===== config.mk =====
export PLATFORM = sky130hd
export DESIGN_NAME = alu_seq
export DESIGN_NICKNAME = d
export VERILOG_FILES = /design/src/rtl/alu_seq.sv
export SDC_FILE = /design/constraint.sdc
export NUM_CORES = 1
export LEC_CHECK = 0
export CELL_PAD_IN_SITES_DETAIL_PLACEMENT = 2
export CELL_PAD_IN_SITES_GLOBAL_PLACEMENT = 2
export CORE_MARGIN = 2
export CORE_UTILIZATION = 36
export DETAILED_ROUTE_END_ITERATION = 8
export PLACE_DENSITY = 0.8
export SETUP_SLACK_MARGIN = 0.4
export SYNTH_ARGS = -nofsm -noshare
export SYNTH_HDL_FRONTEND = slang
export SYNTH_SLANG_ARGS = --single-unit

===== constraint.sdc =====
create_clock -name clk -period 3.9 [get_ports clk]
set_input_delay 0.78 -clock clk [delete_from_list [all_inputs] [get_ports clk]]
set_output_delay 0.78 -clock clk [all_outputs]
set_load 0.01 [all_outputs]

===== src/rtl/alu_seq.sv =====
// Sequential ALU: most ops finish in one cycle, shifts move one bit per cycle and MUL
// does shift-and-add over WIDTH cycles. The result is held in DONE until the consumer takes it.
module alu_seq #(
  parameter int WIDTH = 8
) (
  input  logic             clk,
  input  logic             reset,
  input  logic             in_valid,
  output logic             in_ready,
  input  logic [3:0]       op,
  input  logic [WIDTH-1:0] a,
  input  logic [WIDTH-1:0] b,
  output logic             out_valid,
  input  logic             out_ready,
  output logic [WIDTH-1:0] result,
  output logic [3:0]       flags
);
  localparam int SHW = $clog2(WIDTH);
  localparam int MSB = WIDTH - 1;

  localparam logic [3:0] OP_PASSA = 4'h1, OP_PASSB = 4'h2, OP_ADD = 4'h3, OP_ADDC = 4'h4,
                         OP_SUB = 4'h5, OP_SUBR = 4'h6, OP_AND = 4'h7, OP_OR = 4'h8,
                         OP_XOR = 4'h9, OP_NOT = 4'hA, OP_SHL = 4'hB, OP_SHR = 4'hC,
                         OP_ASR = 4'hD, OP_MUL = 4'hE;

  typedef enum logic [1:0] {S_IDLE, S_BUSY, S_DONE} state_t;

  state_t             r_state;
  logic [3:0]         r_op;
  logic [SHW:0]       r_cnt;
  logic [2*WIDTH-1:0] r_x;
  logic [2*WIDTH-1:0] r_acc;
  logic [WIDTH-1:0]   r_y;
  logic               r_cst;
  logic [WIDTH-1:0]   r_result;
  logic [3:0]         r_flags;
  logic               r_out_valid;

  logic [WIDTH:0]     w_sum, w_dab, w_dba;
  logic [WIDTH-1:0]   w_res;
  logic               w_c, w_v, w_is_shift;
  logic [WIDTH-1:0]   w_step_res;
  logic               w_step_c;
  logic [2*WIDTH-1:0] w_acc_next, w_x_next;

  assign in_ready  = (r_state == S_IDLE);
  assign out_valid = r_out_valid;
  assign result    = r_result;
  assign flags     = r_flags;

  assign w_is_shift = (op == OP_SHL) || (op == OP_SHR) || (op == OP_ASR);
  assign w_sum = {1'b0, a} + {1'b0, b} + {{WIDTH{1'b0}}, (op == OP_ADDC) && r_cst};
  assign w_dab = {1'b0, a} - {1'b0, b};
  assign w_dba = {1'b0, b} - {1'b0, a};

  // Single-cycle results, computed straight from the operands at the accepting edge
  always_comb begin
    w_res = '0;
    w_c   = 1'b0;
    w_v   = 1'b0;
    case (op)
      OP_PASSA: w_res = a;
      OP_PASSB: w_res = b;
      OP_ADD, OP_ADDC: begin
        w_res = w_sum[MSB:0];
        w_c   = w_sum[WIDTH];
        w_v   = (a[MSB] == b[MSB]) && (w_sum[MSB] != a[MSB]);
      end
      OP_SUB: begin
        w_res = w_dab[MSB:0];
        w_c   = w_dab[WIDTH];
        w_v   = (a[MSB] != b[MSB]) && (w_dab[MSB] != a[MSB]);
      end
      OP_SUBR: begin
        w_res = w_dba[MSB:0];
        w_c   = w_dba[WIDTH];
        w_v   = (a[MSB] != b[MSB]) && (w_dba[MSB] != b[MSB]);
      end
      OP_AND: w_res = a & b;
      OP_OR:  w_res = a | b;
      OP_XOR: w_res = a ^ b;
      OP_NOT: w_res = ~a;
      OP_SHL, OP_SHR, OP_ASR: w_res = a;  // only reached with a zero shift count
      default: w_res = '0;
    endcase
  end

  // One iterative step: a single-bit shift or one shift-and-add partial product
  always_comb begin
    w_acc_next = r_acc + (r_y[0] ? r_x : '0);
    w_step_res = '0;
    w_step_c   = 1'b0;
    w_x_next   = r_x << 1;
    case (r_op)
      OP_SHL: begin
        w_step_res = {r_x[MSB-1:0], 1'b0};
        w_step_c   = r_x[MSB];
      end
      OP_SHR: begin
        w_step_res = {1'b0, r_x[MSB:1]};
        w_step_c   = r_x[0];
      end
      OP_ASR: begin
        w_step_res = {r_x[MSB], r_x[MSB:1]};
        w_step_c   = r_x[0];
      end
      default: begin
        w_step_res = w_acc_next[MSB:0];
        w_step_c   = |w_acc_next[2*WIDTH-1:WIDTH];
      end
    endcase
    if (r_op != OP_MUL) w_x_next = {{WIDTH{1'b0}}, w_step_res};
  end

  always_ff @(posedge clk) begin
    if (!reset) begin
      r_state     <= S_IDLE;
      r_op        <= '0;
      r_cnt       <= '0;
      r_x         <= '0;
      r_acc       <= '0;
      r_y         <= '0;
      r_cst       <= 1'b0;
      r_result    <= '0;
      r_flags     <= '0;
      r_out_valid <= 1'b0;
    end else begin
      case (r_state)
        S_IDLE: begin
          if (in_valid) begin
            r_op <= op;
            r_x  <= {{WIDTH{1'b0}}, a};
            r_y  <= b;
            r_acc <= '0;
            if (op == OP_MUL) begin
              r_cnt   <= (SHW + 1)'(WIDTH);
              r_state <= S_BUSY;
            end else if (w_is_shift && (b[SHW-1:0] != '0)) begin
              r_cnt   <= {1'b0, b[SHW-1:0]};
              r_state <= S_BUSY;
            end else begin
              r_result    <= w_res;
              r_flags     <= {w_res[MSB], (w_res == '0), w_c, w_v};
              r_cst       <= w_c;
              r_out_valid <= 1'b1;
              r_state     <= S_DONE;
            end
          end
        end
        S_BUSY: begin
          r_x   <= w_x_next;
          r_y   <= r_y >> 1;
          r_acc <= w_acc_next;
          r_cnt <= r_cnt - 1'b1;
          if (r_cnt == (SHW + 1)'(1)) begin
            r_result    <= w_step_res;
            r_flags     <= {w_step_res[MSB], (w_step_res == '0), w_step_c, 1'b0};
            r_cst       <= w_step_c;
            r_out_valid <= 1'b1;
            r_state     <= S_DONE;
          end
        end
        S_DONE: begin
          if (out_ready) begin
            r_out_valid <= 1'b0;
            r_state     <= S_IDLE;
          end
        end
        default: r_state <= S_IDLE;
      endcase
    end
  end
endmodule

==> metrics.md <==
| Metric | Value |
|---|---|
| Result of the run | completed |
| Storage cell area | roughly 1200 µm² |
| Most frequent standard cell in the layout excluding fill and tap cells | sky130_fd_sc_hd__nor2_1 |
| Required time at the worst-slack endpoint | roughly 4100 ps |
| Max Freq | slightly below 300 MHz |
| Cell area after synthesis | 5440 µm² |
| Final setup skew | between 6 and 7 ps |
| Cell taking the most area after synthesis | sky130_fd_sc_hd__dfxtp_1 |
| Chip Height | around 130 µm |
| Iteration-0 DRC Markers | between 200 and 300 |
| Area taken by multi-input logic gates | 4000 µm² |
| Element type at the critical path end | flip-flop |
| FILL cells | approximately 1,700 |
| Final WL | 21,200 µm |
| Number of synthesized flops with an enable pin | 0 |
| Count of boundary I/O pins | 38 |
| Clock buffer count from CTS | 9 |
| Post-route core utilization | 0.448 |
| Largest vdd supply drop | 169 µV |
| Die area | about 16,000 µm² |
| Final setup vio count | 0 |
| Post-route DRC violation count | 0 |
| Proportion of register bits with asynchronous set or reset after synthesis | 0 |
| Core area | around 15,000 µm² |
| GR Util All Layers | 0.268 |
| Global-route wire length before repair | approximately 34,000 µm |
| Unrepaired setup endpoints after global routing | no |
| Placer congestion estimate | 0.930 |
| Critical Path Source Type | flip-flop |
| Length of the first detailed-routing pass in iterations | 5 |
| Power density relative to cell area | 329 nW/µm² |
| Least-Margin Pin Slew | 1060 ps |
| Path depth of the worst reg2reg path | 12 |
| Max-cap check violation count | 0 |
| Yosys synthesis warning count | 0 |
| Share of the clock period used by the worst path after layout | 0.866 |
| Clock tree from TritonCTS | done |
| Post-Syn Nets | about 790 |
| Syn_area_per_cell | 7.69 µm² |
| Number of max-slew violations in the final report | 0 |
| H-tree depth | 3 |
| HPWL Detailed | 16,000 µm |
| Setup total negative slack | 0 ps |
| Final Net Count | around 830 |
| Diodes inserted | 0 |
| Effective utilization at floorplan | 0.371 |
| Flops & latches, synth | 62 |
| Fraction of post-synthesis cell area in the top cell type by area | 0.228 |
| Overflow left after global routing | 0 |
| Area growth from synthesis to layout | 20.7% |
| Max Root-Sink Buffers | 2 |
| Register area share after synthesis | 0.228 |
| Worst max-slew margin expressed relative to the limit | 0.292 |
| Worst-path clk slew | around 60 ps |
| Number of cell rows | 44 |
| Most common flop cell mapped by yosys | sky130_fd_sc_hd__dfxtp_1 |
| Final-report hold violation count | 0 |
| Depth of the worst hold-timing path | 2 |
| Horizontal die dimension | around 130 µm |
| Root buf cell | sky130_fd_sc_hd__clkbuf_16 |
| Highest fanout seen on the critical path | 17 |
| Initial antenna violation count | 0 |
| Clock sinks | 62 |
| Power consumption | 2.16 mW |
| Proportion of layout cells with a drive suffix above 1 | 0.131 |
| PortBufs | 37 |
| Period minus WS final | about 3400 ps |
| Critical path data arrival time | between 3000 and 4000 ps |
| Via count normalized by instance count | around 6.1 |
| Synthesized instance count | 707 |
| Worst hold slack across all endpoints | 464 ps |
| Count of hold-fix buffers inserted at cts | 0 |
| Largest net degree at the start of global routing | 33 |
| Clock latency on the worst-skew pair | 330 ps |
| Setup Crit Path Kind | flip-flop to flip-flop |
| Via count of the first global-routing pass | ~6,300 |
| Main area contributors after synthesis | sky130_fd_sc_hd__dfxtp_1, sky130_fd_sc_hd__ha_1, sky130_fd_sc_hd__nor2_1 |
| DRT antenna net count | 0 |
| Total number of vias | 5,682 |
| Commonest cells after routing, fill and taps aside | sky130_fd_sc_hd__nor2_1, sky130_fd_sc_hd__dfxtp_1, sky130_fd_sc_hd__nand2_1 |
| Routed length per placed instance | 22.6 µm |
| Static leakage power | 2.75 nW |
| Number of distinct library cells after synthesis | 72 |
| Worst min path class | flip-flop to flip-flop |
## Yosys cell counts (all sizes together), types with 6 or more instances
cell type and count:
a211oi 10, nor2b 21, nand3 11, xnor2 11, o211ai 8, buf 9
nor3 17, dfxtp 62, nor2 81, a31oi 7, a21oi 33, a21boi 7
xor2 6, and2 25, o21ai 49, ha 49, nand2b 11, a221o 6
a22oi 26, a22o 13, nand2 51, and3 6, clkbuf 32, mux2i 12
a21o 10, inv 40, a221oi 15
## report_power, final
group	switching, mW	internal (mW)
combinational	0.341	0.232
sequential	0.0466	0.672
clock	0.292	0.575
total	0.679	1.48
## registers in the layout, indices dropped and copies added (netlist names)
| signal | flops |
|---|---|
| r_state | 2 |
| r_acc | 16 |
| r_op | 4 |
| r_y | 8 |
| result | 8 |
| r_x | 16 |
| flags | 3 |
| r_cnt | 4 |
| out_valid | 1 |
## logic make-up after synthesis
group,count (synthesis),synth area share
AND/OR/NAND/NOR,243,0.218
flip-flops,62,0.228
XOR/XNOR,17,0.0274
buffers and inverters,81,0.0603
adder cells (fa/ha/maj),54,0.131
AO/OA/AOI/OAI,238,0.313
multiplexers,12,0.0221
## repair_timing
action / CTS / global route
gates resized for setup: 13 / 30
buffers inserted: 2 / 3
endpoints found under the setup margin: 4 / 6
hold endpoints to repair: 0 / 0
pin swaps: 9 / 11
## worst max-delay path: stages, from the launching register on
cell                       delay (ps)
sky130_fd_sc_hd__dfxtp_2          400
sky130_fd_sc_hd__and2_1           180
sky130_fd_sc_hd__ha_1             210
sky130_fd_sc_hd__fa_1             460
sky130_fd_sc_hd__a21o_1           190
sky130_fd_sc_hd__a211oi_1         260
sky130_fd_sc_hd__nor2_1           120
sky130_fd_sc_hd__a21o_1           240
sky130_fd_sc_hd__nor4_1           300
sky130_fd_sc_hd__and3_1           200
sky130_fd_sc_hd__or4b_1           440
sky130_fd_sc_hd__a21bo_1          230
sky130_fd_sc_hd__o41ai_2           50
## final timing paths
kind / start / to / slack (ps)
worst min register to register: result[0]$_SDFFE_PN0P_ / result[0]$_SDFFE_PN0P_ / 460
worst min-delay path: result[0]$_SDFFE_PN0P_ / result[0]$_SDFFE_PN0P_ / 460
worst max-delay path: r_y[0]$_SDFFE_PN0P_ / flags[2]$_SDFFE_PN0P_ / 520
worst max register to register: r_y[0]$_SDFFE_PN0P_ / flags[2]$_SDFFE_PN0P_ / 520
## stage by stage
stage | instance area [µm²] | setup WS, ps | std cells
3_3_place_gp | 6100 | 3.41 | 917
2_1_floorplan | 5470 | 403 | 707
6_report | 6560 | 524 | 938
3_5_place_dp | 6100 | -180 | 917
5_1_grt | 6560 | 403 | 938
4_1_cts | 6460 | 402 | 935
## cell type report
| class | count | area share |
|---|---|---|
| flip-flops and latches | 62 | 0.189 |
| clock inverters | 4 | 0.0107 |
| multi-input cells | 564 | 0.609 |
| inverters | 40 | 0.0229 |
| repair buffers | 72 | 0.0955 |
| clock buffers | 12 | 0.0376 |
| well taps | 184 | 0.0351 |
## layer usage
metal | global-route usage | vias to the layer above | routed length, µm
li1 | - | 2669 | -
met2 | 0.492 | 98 | 11000
met5 | 0 | - | 0
met1 | 0.324 | 2874 | 9120
met3 | 0.0287 | 41 | 510
met4 | 0.0937 | 0 | 592
No activity file was read; power rests on OpenSTA's default activity.
